[src/rtl/serializador_param.sv]
// -----------------------------------------------------------------------------
// serializador_param
//   Parametrised parallel-to-serial converter. WIDTH-bit words are accepted
//   through a valid/ready handshake and shifted out one bit per clock on
//   "out". A new word is accepted during the last bit period of the current
//   word, so words stream back-to-back with no gap. IDLE_BIT fills the line
//   whenever no word is being sent. A data/control flag (DK) travels with
//   each word and is held for all of its bits.
//
// Ports
//   clk    in   1      clock, all state updates on the rising edge
//   reset  in   1      synchronous, active-high reset
//   enb    in   1      data/dk_in hold a valid word
//   data   in   WIDTH  parallel word
//   dk_in  in   1      word type: 1 = data word, 0 = control word
//   ready  out  1      a word is accepted this cycle if enb=1 (combinational)
//   out    out  1      serial bit (registered)
//   DK     out  1      dk_in of the word currently on out
//   frame  out  1      high during the first bit period of each word
//   busy   out  1      high while a word is being shifted out
// -----------------------------------------------------------------------------
module serializador_param #(
  parameter int WIDTH     = 8,
  parameter bit MSB_FIRST = 1'b1,
  parameter bit IDLE_BIT  = 1'b0
) (
  input  logic             clk,
  input  logic             reset,
  input  logic             enb,
  input  logic [WIDTH-1:0] data,
  input  logic             dk_in,
  output logic             ready,
  output logic             out,
  output logic             DK,
  output logic             frame,
  output logic             busy
);

  localparam int CW = $clog2(WIDTH);
  localparam logic [CW-1:0] LAST = CW'(WIDTH - 1);

  typedef enum logic {
    IDLE  = 1'b0,
    SHIFT = 1'b1
  } state_e;

  state_e           state_q, state_d;
  logic [CW-1:0]    count_q, count_d;
  logic [WIDTH-1:0] shift_q, shift_d;
  logic             out_q, out_d;
  logic             dk_q, dk_d;
  logic [WIDTH-1:0] word_ord;
  logic             accept;

  // Re-order the incoming word so the bit that must leave first always sits
  // in the top position; the shifter then only ever shifts left.
  generate
    for (genvar gi = 0; gi < WIDTH; gi++) begin : g_order
      if (MSB_FIRST) begin : g_msb
        assign word_ord[gi] = data[gi];
      end else begin : g_lsb
        assign word_ord[gi] = data[WIDTH-1-gi];
      end
    end
  endgenerate

  assign accept = enb && ready;

  // ---------------------------------------------------------------------------
  // FSM: state register
  // ---------------------------------------------------------------------------
  always_ff @(posedge clk) begin
    if (reset) begin
      state_q <= IDLE;
    end else begin
      state_q <= state_d;
    end
  end

  // ---------------------------------------------------------------------------
  // FSM: next-state logic
  // ---------------------------------------------------------------------------
  always_comb begin
    state_d = state_q;
    case (state_q)
      IDLE: begin
        if (accept) state_d = SHIFT;
      end
      SHIFT: begin
        // A reload on the last bit keeps us in SHIFT for a seamless stream.
        if ((count_q == LAST) && !accept) state_d = IDLE;
      end
      default: state_d = IDLE;
    endcase
  end

  // ---------------------------------------------------------------------------
  // FSM: outputs
  // ---------------------------------------------------------------------------
  always_comb begin
    busy  = (state_q == SHIFT);
    frame = (state_q == SHIFT) && (count_q == '0);
    // count is held at 0 in IDLE, so the last-bit test only fires in SHIFT.
    ready = !reset && ((state_q == IDLE) || (count_q == LAST));
  end

  // ---------------------------------------------------------------------------
  // Datapath: bit counter, shifter, serial output and DK flag
  // ---------------------------------------------------------------------------
  always_comb begin
    count_d = count_q;
    shift_d = shift_q;
    out_d   = out_q;
    dk_d    = dk_q;
    if (accept) begin
      // The first bit is driven straight from the input word at the accept
      // edge; the shifter keeps only the bits still to come.
      out_d   = word_ord[WIDTH-1];
      shift_d = {word_ord[WIDTH-2:0], 1'b0};
      count_d = '0;
      dk_d    = dk_in;
    end else if (state_q == SHIFT) begin
      if (count_q == LAST) begin
        out_d   = IDLE_BIT;
        count_d = '0;
        shift_d = '0;
      end else begin
        out_d   = shift_q[WIDTH-1];
        shift_d = {shift_q[WIDTH-2:0], 1'b0};
        count_d = count_q + CW'(1);
      end
    end
  end

  always_ff @(posedge clk) begin
    if (reset) begin
      count_q <= '0;
      shift_q <= '0;
      out_q   <= IDLE_BIT;
      dk_q    <= 1'b0;
    end else begin
      count_q <= count_d;
      shift_q <= shift_d;
      out_q   <= out_d;
      dk_q    <= dk_d;
    end
  end

  assign out = out_q;
  assign DK  = dk_q;

endmodule

[config.mk]
export PLATFORM = sky130hd
export DESIGN_NAME = serializador_param
export DESIGN_NICKNAME = d
export VERILOG_FILES = /design/src/rtl/serializador_param.sv
export SDC_FILE = /design/constraint.sdc
export NUM_CORES = 1
export LEC_CHECK = 0
export CAP_MARGIN = 20
export CORE_MARGIN = 10
export CORE_UTILIZATION = 45
export CTS_CLUSTER_SIZE = 14
export DETAILED_ROUTE_END_ITERATION = 8
export HOLD_SLACK_MARGIN = 0.08
export PLACE_DENSITY = 0.8
export SYNTH_ARGS = -nofsm -noshare
export SYNTH_HDL_FRONTEND = slang
export SYNTH_SLANG_ARGS = --single-unit
[constraint.sdc]
create_clock -name clk -period 1.8 [get_ports clk]
set_clock_uncertainty 0.1 [all_clocks]
set_input_delay 0.18 -clock clk [delete_from_list [all_inputs] [get_ports clk]]
set_output_delay 0.18 -clock clk [all_outputs]
set_load 0.1 [all_outputs]
# == Word-level counts from Yosys, hierarchy flattened ==
# Index checks and enable logic that the tools add are counted.
# Widths: inputs -> output; s select.
# word_totals
output_inout_bits,5
ramBits,0
n_memories,0
ff_bits,14
romBits,0
latchBits,0
input_bits,12
# op_classes
div_mod_pow,0
addsub,1
n_reduce_logical,10
shift,0
n_eq_ne,1
magnitude_cmp,0
n_mul,0
mux,10
n_bitwise,1
# op_table
cell,n
$mux 8,3
$mux 1,5
$logic_and 1x1->1,4
$add 3x1->3 const B,1
$eq 3x3->1 const B,1
$logic_not 3->1,1
$mux 3,1
$logic_not 1->1,2
$pmux 1 s2,1
$reduce_bool 2->1,1
$reduce_or 2->1,1
$logic_or 1x1->1,1
$not 1->1,1

# == Longest topological paths before layout ==
# Gate-level depths: netlist of run 1.
# depth
depth_word,8
ltp_mapped,6

# == Worst setup path before layout of run 1 ==
# Ideal clock, no wire load.
# synth_timing
path_kind,register -> output
startpoint,"reg state_q, in the netlist busy"
endpoint,out frame
path_stages_with_launch,4
t_required_ps,1520
n_path_buf,1
t_arrival_ps,2473
path_slack_ps,-953
cell_sequence,dfxtp_1 -> buf_6 -> nand2_1 -> nor2_1
# synth_via
elab_chain_len,1
# synth_lines
item,line,text
"start, declared",47,"state_e state_q, state_d;"
"start signal, assigned",76,state_q <= state_d;
$logic_and 1x1->1,102,frame = (state_q == SHIFT) && (count_q == '0);
"end, declared",35,"output logic frame,"
# Every way passes these cells.

# == Final worst setup path of run 1 ==
# layout_timing
startpoint,reg count_q[0]
endpoint,out ready
# layout_via
elab_chain_len,3
# layout_lines
item,line,text
"start, declared",48,"logic [CW-1:0] count_q, count_d;"
"start signal, assigned",142,count_q <= count_d;
$eq 3x3->1,104,ready = !reset && ((state_q == IDLE) || (count_q == LAST));
$logic_or 1x1->1,104,
$logic_and 1x1->1,104,
"end, declared",32,"output logic ready,"
# Every way passes these cells.

==> results of run 1 <==
==> cell families (layout without fill, tap and decap cells) <==
group           Yosys count  count (layout)
flops                    13              13
mux                       1               1
fa+ha+maj                 3               3
compound gates           21              21
buf+inv                  10              28
simple gates             29              29
==> metal layers <==
layer / routed length (um) / global-route usage / up-vias
met3: 98 / 0.0349 / 4
met5: 0 / 0 / -
met1: 700 / 0.109 / 268
li1: - / - / 311
met2: 705 / 0.135 / 13
met4: 26 / 0.0403 / 0
==> cell type report <==
type	instances	area [sq um]
timing repair buffer	20	215
clock buffer	4	26.3
fill	107	413
inverter	4	15.0
sequential	13	267
tap	15	18.8
multi-input combinational	54	363
==> worst paths after layout <==
path,start,end,slack (ns),depth (start not counted)
min,dk_in,DK,0.36,3
max,count_q[0],ready,0.09,5
max reg2reg,count_q[0],shift_q[3],0.28,6
min reg2reg,shift_q[5],shift_q[6],0.38,2
==> sequential cells by signal, summed over array words and instances (netlist names) <==
| name | count |
|---|---|
| shift_q | 7 |
| busy | 1 |
| count_q | 3 |
| out | 1 |
| DK | 1 |
==> power breakdown <==
| group | internal [mW] | switching [mW] |
|---|---|---|
| clock | 0.0858 | 0.0913 |
| combinational | 0.0736 | 0.111 |
| sequential | 0.304 | 0.0142 |
==> timing repair <==
action | 4_1_cts | 5_1_grt
resized for setup | 4 | 5
endpoints found under the setup margin | 1 | 1
gates cloned | 0 | 0
setup buffers | 1 | 0
hold buffers | 0 | 0
==> cells in the mapped netlist <==
cell and count:
nor3b_1 2, dfxtp_1 13, nor2_1 6, o21ai_1 1
mux2_2 1, buf_4 1, ha_1 3, clkinv_1 1
o211ai_1 7, nand2_1 10, a21oi_1 3, buf_6 2
inv_2 1, a31oi_1 9, buf_2 2, nand3_1 9
inv_1 2, nand2b_1 1, a32oi_1 1, and2b_1 1
clkbuf_1 1
==> critical path: stages, from the launching register on <==
cell and delay (ns):
dfxtp_4 0.37, ha_4 0.16, ha_4 0.16, and2b_4 0.26, nor2_4 0.04, buf_12 0.16
==> impl_metrics.env, run 1 <==
export IMPL_status="finished, final reports clean"
export IMPL_die_w_um=57.7
export IMPL_yosys_area_share_adder=0.0587
export IMPL_relSlewSlack=0.762
export IMPL_final_area_sq_um=905
export IMPL_htree_levels=1
export IMPL_place_area_sq_um=838
export IMPL_cp_start_kind="flip-flop"
export IMPL_core_region_area_sq_mm=0.00132
export IMPL_cts_buffer_depth=2
export IMPL_routedWlPerCell_um=13.9
export IMPL_antenna_left=0
export IMPL_synth_area_leaders="dfxtp_1 (41%), a31oi_1 (8.8%), o211ai_1 (8.2%)"
export IMPL_grt_max_degree=14
export IMPL_fin_crit_ns=1.71
export IMPL_worst_path_max_fanout=5
export IMPL_dp_hpwl_mm=1.14
export IMPL_synth_top_area_share=0.407
export IMPL_cts_made_buffers=3
export IMPL_seq_area_frac_synth=0.407
export IMPL_synth_compound_area_share=0.215
export IMPL_cts_sinks=13
export IMPL_p_total_uw=681
export IMPL_start_util=0.485
export IMPL_synth_area_sq_um=639
export IMPL_grt_overflow_total=0
export IMPL_area_delta_synth_final_pct=41.5
export IMPL_placedCellCount=105
export IMPL_fin_ws_ns=0.0901
export IMPL_cts_tree="built"
export IMPL_synth_seq_cells=13
export IMPL_drc_errors=0
export IMPL_final_cell_mix="clkdlybuf4s50_1 (11), dfxtp_1 (10), nand2_1 (10)"
export IMPL_setup_viol=0
export IMPL_layout_nets=111
export IMPL_crit_arrival_ns=1.43
export IMPL_power_leakage_nw=0.324
export IMPL_vias_per_cell=5.42
export IMPL_grt_pass1_vias=543
export IMPL_drive_gt1_frac=0.232
export IMPL_dieArea_sq_mm=0.00333
export IMPL_yosys_warnings=0
export IMPL_synth_distinct_cells=21
export IMPL_antenna_cells=0
export IMPL_timing_final_crit_share=0.950
export IMPL_grt_usage=0.0897
export IMPL_syn_nets=92
export IMPL_grt_pass1_wl_mm=2.46
export IMPL_path_clk_slew_ns=0.08
export IMPL_tightest_slew_ns=0.358
export IMPL_p_per_area_mw_per_mm2=753
export IMPL_first_iter_violations=13
export IMPL_route_vias_total=596
export IMPL_drt_wl_total_mm=1.53
export IMPL_antenna_found_initial=0
export IMPL_die_h_um=57.7
export IMPL_hold_viol=0
export IMPL_rows=13
export IMPL_synth_xor_area_frac=0
export IMPL_final_cells=110
export IMPL_required_ns=1.52
export IMPL_final_common_cell="clkdlybuf4s50_1"
export IMPL_gp_congestion=0.765
export IMPL_post_route_util=0.687
export IMPL_slew_viol_final=0
export IMPL_whs_ns=0.364
export IMPL_dr_pass1_iters=4
export IMPL_clock_latency_ns=0.27
export IMPL_cts_root_buffer="clkbuf_4"
export IMPL_max_freq_ghz=0.585
export IMPL_tns_ns=0
export IMPL_maxCapViolations=0
export IMPL_pin_count=17
export IMPL_synth_simple_area_share=0.209
export IMPL_crit_type="reg2out"
export IMPL_synth_top_family_by_area="compound AO/OA/AOI/OAI gates"
export IMPL_end_kind="output port"
export IMPL_synthMuxAreaShare=0.0176
export IMPL_yosysTopAreaCell="dfxtp_1"
export IMPL_avgSynthCellArea_sq_um=8.30
export IMPL_portBuffers=16
export IMPL_netlist_instances=77
export IMPL_vdd_drop_max_mv=0.445
export IMPL_hp_class="in2reg"
export IMPL_place_ws_ns=0.0997
export IMPL_rsz0062_at_grt="false"
No activity file was read; power rests on OpenSTA's default activity.
==> run 2: changes to the inputs <==
--- a/config.mk
+++ b/config.mk
@@ -5,13 +5,13 @@
 export SDC_FILE = /design/constraint.sdc
 export NUM_CORES = 1
 export LEC_CHECK = 0
-export CAP_MARGIN = 20
 export CORE_MARGIN = 10
 export CORE_UTILIZATION = 45
 export CTS_CLUSTER_SIZE = 14
 export DETAILED_ROUTE_END_ITERATION = 8
 export HOLD_SLACK_MARGIN = 0.08
 export PLACE_DENSITY = 0.8
+export SKIP_LAST_GASP = 1
 export SYNTH_ARGS = -nofsm -noshare
 export SYNTH_HDL_FRONTEND = slang
 export SYNTH_SLANG_ARGS = --single-unit
==> results of run 2 <==
Same layout as run 1: the final DEF is identical, and so are final timing and power.
